--- src/rtl/mips_pkg.sv ---
// Shared constants for the 5-stage MIPS core: reset defaults, opcodes and
// instruction field widths used by fetch, decode and sign_extend.
package mips_pkg;

    localparam int DATA_W   = 32;
    localparam int OPCODE_W = 6;
    localparam int REG_W    = 5;
    localparam int SHAMT_W  = 5;
    localparam int FUNCT_W  = 6;
    localparam int IMM_W    = 16;
    localparam int JADDR_W  = 26;

    localparam logic [DATA_W-1:0] DEFAULT_RESET_PC = 32'h0000_0000;
    // sll $0,$0,0
    localparam logic [DATA_W-1:0] DEFAULT_NOP_WORD = 32'h0000_0000;

    localparam logic [OPCODE_W-1:0] OP_RTYPE = 6'h00;
    localparam logic [OPCODE_W-1:0] OP_J     = 6'h02;
    localparam logic [OPCODE_W-1:0] OP_JAL   = 6'h03;
    localparam logic [OPCODE_W-1:0] OP_BEQ   = 6'h04;
    localparam logic [OPCODE_W-1:0] OP_BNE   = 6'h05;
    localparam logic [OPCODE_W-1:0] OP_ADDI  = 6'h08;
    localparam logic [OPCODE_W-1:0] OP_LW    = 6'h23;
    localparam logic [OPCODE_W-1:0] OP_SW    = 6'h2B;

endpackage

--- src/rtl/pc_register.sv ---
// Program counter with redirect-over-stall priority and the sequential +4 adder.
module pc_register
    import mips_pkg::*;
#(
    parameter logic [DATA_W-1:0] RESET_PC = DEFAULT_RESET_PC
) (
    input  logic              clk,
    input  logic              rst_n,
    input  logic              stall,
    input  logic              redirect,
    input  logic [DATA_W-1:0] redirect_target,
    output logic [DATA_W-1:0] pc,
    output logic [DATA_W-1:0] pc_plus4
);

    assign pc_plus4 = pc + 32'd4;

    // Redirect wins even under stall so a resolved branch is never lost;
    // targets are word-aligned by clearing the low two bits.
    always_ff @(posedge clk or negedge rst_n) begin
        if (!rst_n) begin
            pc <= RESET_PC;
        end else if (redirect) begin
            pc <= redirect_target & ~32'h0000_0003;
        end else if (!stall) begin
            pc <= pc_plus4;
        end
    end

endmodule

--- src/rtl/if_id_stage.sv ---
// Instruction fetch PC plus IF/ID pipeline register, with the registered
// instruction split into decode fields.
module if_id_stage
    import mips_pkg::*;
#(
    parameter logic [DATA_W-1:0] RESET_PC = DEFAULT_RESET_PC,
    parameter logic [DATA_W-1:0] NOP_WORD = DEFAULT_NOP_WORD
) (
    input  logic                clk,
    input  logic                rst_n,
    input  logic                stall,
    input  logic                flush,
    input  logic                redirect,
    input  logic [DATA_W-1:0]   redirect_target,
    output logic [DATA_W-1:0]   imem_addr,
    input  logic [DATA_W-1:0]   imem_rdata,
    output logic [DATA_W-1:0]   id_instr,
    output logic [DATA_W-1:0]   id_pc_plus4,
    output logic                id_valid,
    output logic [OPCODE_W-1:0] id_opcode,
    output logic [REG_W-1:0]    id_rs,
    output logic [REG_W-1:0]    id_rt,
    output logic [REG_W-1:0]    id_rd,
    output logic [SHAMT_W-1:0]  id_shamt,
    output logic [FUNCT_W-1:0]  id_funct,
    output logic [IMM_W-1:0]    id_imm16,
    output logic [JADDR_W-1:0]  id_jaddr,
    output logic [DATA_W-1:0]   fetch_count
);

    logic [DATA_W-1:0] pc_p0;
    logic [DATA_W-1:0] pc_plus4_p0;
    logic [DATA_W-1:0] instr_p1;
    logic [DATA_W-1:0] pc_plus4_p1;
    logic              vld_p1;

    pc_register #(
        .RESET_PC (RESET_PC)
    ) u_pc (
        .clk             (clk),
        .rst_n           (rst_n),
        .stall           (stall),
        .redirect        (redirect),
        .redirect_target (redirect_target),
        .pc              (pc_p0),
        .pc_plus4        (pc_plus4_p0)
    );

    assign imem_addr = pc_p0;

    // IF -> ID boundary: flush overrides stall; only real loads are counted.
    always_ff @(posedge clk or negedge rst_n) begin
        if (!rst_n) begin
            instr_p1    <= NOP_WORD;
            pc_plus4_p1 <= '0;
            vld_p1      <= 1'b0;
            fetch_count <= '0;
        end else if (flush) begin
            instr_p1    <= NOP_WORD;
            pc_plus4_p1 <= '0;
            vld_p1      <= 1'b0;
        end else if (!stall) begin
            instr_p1    <= imem_rdata;
            pc_plus4_p1 <= pc_plus4_p0;
            vld_p1      <= 1'b1;
            fetch_count <= fetch_count + 32'd1;
        end
    end

    assign id_instr    = instr_p1;
    assign id_pc_plus4 = pc_plus4_p1;
    assign id_valid    = vld_p1;
    assign id_opcode   = instr_p1[31:26];
    assign id_rs       = instr_p1[25:21];
    assign id_rt       = instr_p1[20:16];
    assign id_rd       = instr_p1[15:11];
    assign id_shamt    = instr_p1[10:6];
    assign id_funct    = instr_p1[5:0];
    assign id_imm16    = instr_p1[15:0];
    assign id_jaddr    = instr_p1[25:0];

endmodule

--- config.mk ---
export PLATFORM = sky130hd
export DESIGN_NAME = if_id_stage
export DESIGN_NICKNAME = d
export VERILOG_FILES = /design/src/rtl/mips_pkg.sv /design/src/rtl/pc_register.sv /design/src/rtl/if_id_stage.sv
export SDC_FILE = /design/constraint.sdc
export NUM_CORES = 1
export LEC_CHECK = 0
export CAP_MARGIN = 10
export CORE_MARGIN = 10
export CORE_UTILIZATION = 48
export DETAILED_ROUTE_END_ITERATION = 8
export GPL_TIMING_DRIVEN = 0
export PLACE_DENSITY = 0.94
export SKIP_LAST_GASP = 1
export SYNTH_ARGS = -nofsm -noshare
export SYNTH_HDL_FRONTEND = slang
export SYNTH_SLANG_ARGS = --single-unit
--- constraint.sdc ---
create_clock -name clk -period 3.81 [get_ports clk]
set_input_delay 0.5715 -clock clk [delete_from_list [all_inputs] [get_ports clk]]
set_output_delay 0.5715 -clock clk [all_outputs]
set_load 0.02 [all_outputs]
==> metrics.txt <==
Root Driver=clkbuf_16; final wirelength=26.1 mm; # hold bufs at CTS=0; setup bufs post-CTS=0; critical path startpoint category=input port; crit-path max FO=10; clk_lat worst skew=approximately 0.43 ns; sequential power share=between 30% and 40%; Post-synth ARST share=between 90% and 100%; Avg WL per Cell=21.5 µm; synth top area cells=dfrtp_1 (45%), buf_4 (8.6%), xnor2_1 (4.9%), nor2_1 (4.7%), mux2i_1 (4.6%); antenna violations before repair=0; critical path class=in2reg; non-filler cells, final=1214; worst vdd ir=383 µV; number of global-route vias before repair=6989; n_diodes=0; commonest cells after routing, fill and taps aside=clkdlybuf4s50_1 (265), dfrtp_1 (126), nor2_1 (87); first-pass GRT wire length=~41 mm; Place WS=0.651 ns; Slew HR=28.3%; Max Cap Viol=0; CTS tree=yes; Period minus WS final=2.87 ns; Clock Skew=0.0154 ns; share of cells above drive strength 1=12.9%; PnR worst setup slack=0.939 ns; via-per-instance ratio=5.69; P_leak=4.36 nW; H-tree Lvls=4; area of the multi-input gates=2980 µm²; chip width=141 µm; Worst Path Arrival=3.18 ns; flops & latches, synth=126; Ports=272; 1st-iter DRT viols=707; power share of the clock group=37.9%; iteration count of the initial detailed-routing pass=5; data required time of the worst path=4.12 ns; DIE HEIGHT=141 µm; P&R area growth vs syn=49.9%; Seq/Total Area, Yosys=roughly 45%; Switching Share=between 30 and 40%; final period utilization=75.3%; Cell Area, Synth=7020 µm²; Avg Inst Size Synth=9.61 µm²; Routability Congestion=0.967; Final Setup Violations=0; Comb power frac=24.7%; die area=19900 µm²; Reg clk slew, reported paths=0.06 ns; Max Root-Sink Buffers=2; outcome=completed; Synth Instances=730; Worst Max-Slew Pin Slew=1.07 ns; fill cell count=994; switching power=1.29 mW; CP Capture Type=flop; Nets=1088; remaining global-route overflow=0; worst min path class=in2async; Top FF cell, synth=dfrtp_1; Hold Vio Cnt, Final=0; power density cells=402 nW/µm²; DP Cell Count=roughly 1200; Pins Over Slew Limit=0; clock sinks=126; CTS Buf Count=17; synth warn=0; post-route ant nets=0; post-synth top area share=44.9%; RSZ-0062 raised after global routing=no; CTS resizes=0; fin util=72.9%; leading cell type in the layout, fill and taps excluded=clkdlybuf4s50_1; drc violations=0; routed vias=around 6900; Int Power=a little under 3 mW; CORE AREA=14400 µm²; Total GRT Usage=25.6%; WHS=roughly 0.11 ns; synth unique cells=58; fmax=348 MHz; Reg area=3150 µm²; initial core utilization=between 40% and 50%; post-synth top area cell=dfrtp_1; largest net degree at the start of global routing=70; row count=44; TNS Setup=0 ns; Post-synth EDFFs=0; IO buf count=266; dpl hpwl=19.5 mm
-- sequential cells by signal, indices dropped and copies added, names as in the netlist --
signal	count
id_instr	32
u_pc.pc	30
id_valid	1
fetch_count	32
id_pc_plus4	31
-- stage by stage --
| stage | area, µm² | total power, mW |
|---|---|---|
| 6_report | 10500 | 4.23 |
| 5_1_grt | 10500 | 4.40 |
| 3_5_place_dp | 9940 | 2.65 |
| 2_1_floorplan | 7020 | 2.10 |
| 3_3_place_gp | 9910 | 2.62 |
| 4_1_cts | 10500 | 4.24 |
-- Yosys cell counts (13+ instances only) --
library cell,instances
a311oi_1,13
xnor2_1,39
clkbuf_1,27
nand3_1,33
nor3_1,14
mux2i_1,32
nand2_1,42
nand4_1,36
buf_4,80
dfrtp_1,126
or4_1,22
o31ai_1,18
o21ai_0,19
a31oi_1,13
nor2_1,87
-- routing by layer --
metal / part of all wire [%] / wire length [µm] / vias to the layer above / GRT usage [%]
li1: - / - / 3106 / -
met1: 37 / 9650 / 3330 / 30.3
met2: 51 / 13200 / 410 / 43.5
met3: 10 / 2620 / 57 / 8.46
met4: 2.3 / 603 / 0 / 6.96
met5: 0 / 0 / - / 0
-- power by group through the flow --
stage | Combinational (mW) | Sequential [mW] | Clock, mW
6_report | 1.04 | 1.58 | 1.61
5_1_grt | 1.12 | 1.60 | 1.68
4_1_cts | 1.05 | 1.58 | 1.61
3_5_place_dp | 1.05 | 1.60 | 0
3_3_place_gp | 1.02 | 1.60 | 0
2_1_floorplan | 0.401 | 1.70 | 0
-- critical path: stages --
cell and delay, ns:
clkdlybuf4s50_1 0.41, clkbuf_1 0.28, or3b_2 0.58, nor3_1 0.87
nand4_1 0.26, xnor2_1 0.19
-- cells by family (layout without fill, tap and decap cells) --
| logic type | count (synthesis) | in the layout | synth area share, % |
|---|---|---|---|
| AND/OR/NAND/NOR | 290 | 290 | 21.6 |
| buffers and inverters | 133 | 432 | 12.7 |
| flip-flops | 126 | 126 | 44.9 |
| AO/OA/AOI/OAI | 94 | 94 | 9.29 |
| XOR/XNOR | 51 | 51 | 6.36 |
| multiplexers | 33 | 33 | 4.72 |
| adder cells (fa/ha/maj) | 2 | 2 | 0.357 |
| other | 1 | 2 | 0.0534 |
-- area by class of cell --
class | count | area share [%]
clock inverter | 10 | 1.08
tap | 184 | 2.19
multi-input combinational | 472 | 28.3
buffer | 125 | 8.21
timing repair buffer | 267 | 25.6
inverter | 8 | 0.285
clock buffer | 22 | 4.41
sequential | 126 | 30.0
-- worst paths after layout --
check / end / startpoint / slack (ns) / cells past startpoint
worst max-delay path: fetch_count[18]$_DFFE_PN0P_ / stall / 0.94 / 6
worst min-delay path: id_pc_plus4[23]$_DFFE_PN0P_ / rst_n / 0.11 / 1
worst max register to register: u_pc.pc[29]$_DFFE_PN0N_ / u_pc.pc[23]$_DFFE_PN0N_ / 1.22 / 5
worst min register to register: fetch_count[31]$_DFFE_PN0P_ / fetch_count[31]$_DFFE_PN0P_ / 0.48 / 1
max in group asynchronous: u_pc.pc[16]$_DFFE_PN0N_ / rst_n / 2.96 / 2
min in group clk: fetch_count[31]$_DFFE_PN0P_ / fetch_count[31]$_DFFE_PN0P_ / 0.48 / 1
(Power assumes the default switching activity.)
